===== src/rtl/mtimer.sv =====
// RISC-V machine timer: 64-bit mtime/mtimecmp on APB, NRZ tick input, registered level irq.
// Latency: tick to mtime +1 in one cycle, compare to irq one cycle; APB has no wait states (pready tied 1).
module mtimer (
   input  logic        clk,
   input  logic        rst,
   input  logic        apbs_psel,
   input  logic        apbs_penable,
   input  logic        apbs_pwrite,
   input  logic [19:0] apbs_paddr,
   input  logic [31:0] apbs_pwdata,
   output logic [31:0] apbs_prdata,
   output logic        apbs_pready,
   output logic        apbs_pslverr,
   input  logic        mtime_tick_nrz,
   output logic        timer_irq
);

   localparam logic [2:0] REG_CTRL      = 3'd0;
   localparam logic [2:0] REG_MTIME     = 3'd2;
   localparam logic [2:0] REG_MTIMEH    = 3'd3;
   localparam logic [2:0] REG_MTIMECMP  = 3'd4;
   localparam logic [2:0] REG_MTIMECMPH = 3'd5;
   localparam logic [2:0] REG_STATUS    = 3'd6;

   logic [63:0] mtime;
   logic [63:0] mtimecmp;
   logic        en;
   logic        nrz_prev;
   logic        armed;

   logic [2:0]  reg_sel;
   logic        wr;
   logic        tick;
   logic        unused_paddr;

   assign reg_sel      = apbs_paddr[4:2];
   assign unused_paddr = ^{apbs_paddr[19:5], apbs_paddr[1:0]};
   assign wr           = apbs_psel & apbs_penable & apbs_pwrite;

   // armed masks the first post-reset cycle so the reset-release level of the NRZ input never counts
   assign tick = armed & (mtime_tick_nrz != nrz_prev);

   always_ff @(posedge clk or posedge rst) begin
      if (rst) begin
         mtime     <= 64'd0;
         mtimecmp  <= 64'hffff_ffff_ffff_ffff;
         en        <= 1'b1;
         nrz_prev  <= 1'b0;
         armed     <= 1'b0;
         timer_irq <= 1'b0;
      end else begin
         nrz_prev  <= mtime_tick_nrz;
         armed     <= 1'b1;
         timer_irq <= (mtime >= mtimecmp);

         if (wr && reg_sel == REG_CTRL)
            en <= apbs_pwdata[0];

         // a software write to either mtime half wins over a coincident tick, which is dropped
         if (wr && reg_sel == REG_MTIME)
            mtime[31:0] <= apbs_pwdata;
         else if (wr && reg_sel == REG_MTIMEH)
            mtime[63:32] <= apbs_pwdata;
         else if (tick && en)
            mtime <= mtime + 64'd1;

         if (wr && reg_sel == REG_MTIMECMP)
            mtimecmp[31:0] <= apbs_pwdata;
         if (wr && reg_sel == REG_MTIMECMPH)
            mtimecmp[63:32] <= apbs_pwdata;
      end
   end

   always_comb begin
      apbs_prdata  = 32'd0;
      apbs_pslverr = 1'b0;
      if (apbs_psel) begin
         case (reg_sel)
            REG_CTRL:      apbs_prdata = {31'd0, en};
            REG_MTIME:     apbs_prdata = mtime[31:0];
            REG_MTIMEH:    apbs_prdata = mtime[63:32];
            REG_MTIMECMP:  apbs_prdata = mtimecmp[31:0];
            REG_MTIMECMPH: apbs_prdata = mtimecmp[63:32];
            REG_STATUS:    apbs_prdata = {31'd0, timer_irq};
            default:       apbs_pslverr = 1'b1;
         endcase
      end
   end

   assign apbs_pready = 1'b1;

endmodule


===== config.mk =====
export PLATFORM = sky130hd
export DESIGN_NAME = mtimer
export DESIGN_NICKNAME = d
export VERILOG_FILES = /design/src/rtl/mtimer.sv
export SDC_FILE = /design/constraint.sdc
export NUM_CORES = 1
export LEC_CHECK = 0
export ABC_AREA = 1
export CELL_PAD_IN_SITES_DETAIL_PLACEMENT = 1
export CELL_PAD_IN_SITES_GLOBAL_PLACEMENT = 1
export CORE_MARGIN = 5
export CORE_UTILIZATION = 42
export DETAILED_ROUTE_END_ITERATION = 10
export PLACE_DENSITY = 0.9
export SETUP_SLACK_MARGIN = 0.5
export SLEW_MARGIN = 20
export SYNTH_ARGS = -nofsm -noshare
export SYNTH_HDL_FRONTEND = slang
export SYNTH_SLANG_ARGS = --single-unit

===== constraint.sdc =====
create_clock -name clk -period 5.3 [get_ports clk]
set_input_delay 1.06 -clock clk [delete_from_list [all_inputs] [get_ports clk]]
set_output_delay 1.06 -clock clk [all_outputs]
set_load 0.05 [all_outputs]

==> metrics.md <==
| Metric | Value |
|---|---|
| Final HPWL DP | `31400 um` |
| Grt ovf | `0` |
| CP Capture Type | `primary output` |
| Slowest-stage cell, CP | `clkinv_1` |
| Cell-by-cell trace of the critical path | `clkdlybuf4s50_1, inv_2, nand3_4, clkinv_1, buf_12, a221oi_1, nor2_1, buf_12` |
| Pwr/cell area | `375 nW/um2` |
| Synth cell types | `43` |
| Final ANT Viol Nets | `0` |
| Top post-synthesis cells by count | `396 x nand2_1, 197 x inv_1, 167 x nor2_1` |
| CP Data Required Time | `4.24 ns` |
| Worst setup endpoint | `apbs_prdata[31]` |
| Vias per inst | `5.88` |
| Crit path DAT | `3.68 ns` |
| Hold WS | `0.496 ns` |
| Max-cap violations | `0` |
| Fin. max-slew vios | `0` |
| # nets final | `1676` |
| CTS tree | `built` |
| Min Tclk post-route | `4.74 ns` |
| Top cells by area, synth | `dfstp_2 17%, dfrtp_1 17%, nand2_1 15%` |
| Clock Tree Buf Depth | `2` |
| # setup viols final | `0` |
| Vias in the first global route | `11712` |
| Cts hold-fix bufs | `0` |
| Sink Count | `132` |
| Post-synthesis sequential area ratio | `33.5%` |
| Overall routing resource usage | `31.5%` |
| Flop2flop setup slack | `2.59 ns` |
| Post-CTS Resized | `0` |
| Peak supply drop | `0.183 mV` |
| Port bufs | `74` |
| # rows | `56` |
| Worst R2R Start | `mtime[0]$_DFFE_PP0P_` |
| Largest net degree at the start of global routing | `103` |
| Crit Path Class | `in -> out` |
| Leakage | `5.51 nW` |
| R2R depth | `10` |
| Initial Util | `42.8%` |
| Layout cells sized above 1 | `10.4%` |
| Post-CTS Setup Bufs | `0` |
| Async SR Flop Fraction | `100%` |
| Maximum clock frequency | `211 MHz` |
| Final setup TNS | `0 ns` |
| Post-Synthesis Cell Area | `10100 um2` |
| Worst min path class | `reg -> reg` |
| Primary FF master, synth | `dfrtp_1` |
| Worst skew pair latency | `0.44 ns` |
| Final worst path period share | `89.4%` |
| EDFF count, synth | `0` |
| Inst Count DP | `1853` |
| Slowest Stage Delay on Critical Path | `0.70 ns` |
| Worst Path Max Fanout | `14` |
| Mean post-synth cell area | `6.76 um2` |
| RSZ-0062 raised after global routing | `no` |
| Fin. Hold Viols | `0` |
| Chip Width | `165 um` |
| CTS Buf Count | `17` |
| Final wirelength | `42400 um` |
| Post-layout instance count excluding filler cells | `1885` |
| Status | `finished, final reports clean` |
| Clock transition at path regs | `0.06 ns` |
| First-pass GRT wire length | `65500 um` |
| 1st-iter DRT viols | `880` |
| Antenna violations before repair | `0` |
| Gate Count Post-Synth | `1496` |
| Reg2reg end | `mtime[40]$_DFFE_PP0P_` |
| # H-tree levels | `4` |
| Slew HR | `32.0%` |
| I/O Pins | `93` |
| Setup crit start | `apbs_paddr[4]` |
| Final routed DRC violation total | `0` |
| Ys Warns | `0` |
| Root Buffer | `clkbuf_16` |
| Share of the synthesized area in the top cell type | `16.9%` |
| Area delta synth->final | `19.5%` |
| Die Ht | `165 um` |
| Core area | `23600 um2` |
| Final core occ | `51.1%` |
| Pre-antenna DRT Iters | `5` |
| GPL Wtd Cong | `1.00` |
| Startpoint types | `input pin` |
| Antenna diodes | `0` |
| Drt wl/cell | `22.5 um` |
| DR vias | `11079` |
| Top cell by count, worst path | `buf_12` |
| Tightest Pin Transition | `1.02 ns` |
| Yosys reg bits | `132` |
| Cell with the most instances after synthesis | `nand2_1` |
| Synth area leader | `dfstp_2` |
| Die Area | `27300 um2` |
| Clock Skew | `0.0115 ns` |
## how the worst min path moves through the flow
stage | start | endpoint | slack (ns) | depth (start not counted)
after global placement | mtimecmp[32]$_DFFE_PP1P_ | mtimecmp[32]$_DFFE_PP1P_ | 0.48 | 2
final | mtimecmp[40]$_DFFE_PP1P_ | mtimecmp[40]$_DFFE_PP1P_ | 0.50 | 2
after CTS | mtimecmp[40]$_DFFE_PP1P_ | mtimecmp[40]$_DFFE_PP1P_ | 0.49 | 2
after global routing | mtimecmp[47]$_DFFE_PP1P_ | mtimecmp[47]$_DFFE_PP1P_ | 0.52 | 2
after detailed placement | mtimecmp[40]$_DFFE_PP1P_ | mtimecmp[40]$_DFFE_PP1P_ | 0.48 | 2
after floorplan | mtimecmp[35]$_DFFE_PP1P_ | mtimecmp[35]$_DFFE_PP1P_ | 0.46 | 2
## worst max-delay path, delay by kind of cell
family	cells	cell delay [ns]
and+or+nand+nor	2	0.20
AOI/OAI and AO/OA	1	0.31
buffers and inverters	5	2.09
## layout make-up
type                            count  area, um2
Sequential cell                   132       3380
Clock inverter                      9        105
Timing Repair Buffer               91       1200
Tap cell                          319        399
Clock buffer                       23        478
Multi-Input combinational cell   1109       5740
Fill cell                        3078      11500
Inverter                          202        763
## sequential cells by signal (all words and copies together) (netlist names)
name,flops
armed,1
en,1
mtime,64
mtimecmp,64
nrz_prev,1
timer_irq,1
## cells in the final DEF, fill, tap and decap left out, types with 4 or more instances in the layout
master / Yosys / final
nor3_1: 12 / 12
inv_2: 4 / 4
o21ai_0: 138 / 138
o21ai_1: 14 / 14
ha_1: 65 / 65
buf_4: 4 / 16
clkinvlp_4: 0 / 4
inv_1: 197 / 196
nand4_1: 21 / 21
o22ai_1: 32 / 32
nand2_1: 396 / 395
nand3_1: 74 / 74
a22oi_1: 6 / 6
clkbuf_16: 0 / 17
clkdlybuf4s50_1: 0 / 42
nand3b_1: 10 / 10
xor2_1: 15 / 15
dfstp_2: 65 / 65
and2_1: 7 / 7
buf_12: 0 / 33
a221oi_1: 27 / 27
dfrtp_1: 67 / 67
a21oi_1: 94 / 94
o211ai_1: 8 / 8
nor2_1: 167 / 167
## metal layers
layer / share of wire (%) / routed length [um] / GRT usage (%)
met5: 0 / 0 / 0
met4: 3.8 / 1610 / 13.5
met3: 6.0 / 2540 / 5.04
met2: 48 / 20500 / 53.3
met1: 42 / 17800 / 40.0
## logic make-up after synthesis
logic type / synth area share [%]
and+or+nand+nor: 29.0
AOI/OAI and AO/OA: 18.3
buffers and inverters: 9.81
DFF: 33.5
adders and majority gates: 8.05
xor gates and xnor gates: 1.30
other: 0.0371
## report_power, final
group	leakage (nW)	switching (mW)	total, mW	internal (mW)
logic	3.70	1.05	1.64	0.584
clock network	0.275	0.504	1.23	0.728
registers	1.54	0.335	1.66	1.33
total	5.51	1.89	4.53	2.64
## stage by stage
| step | worst slack [ns] | area, um2 | total power, mW |
|---|---|---|---|
| CTS | 0.595 | 12100 | 4.50 |
| global route | 0.506 | 12100 | 4.79 |
| floorplan | 0.822 | 10100 | 2.58 |
| global placement | 0.780 | 11500 | 3.10 |
| finish | 0.563 | 12100 | 4.53 |
| detailed placement | 0.589 | 11500 | 3.25 |
(Power assumes the default switching activity.)
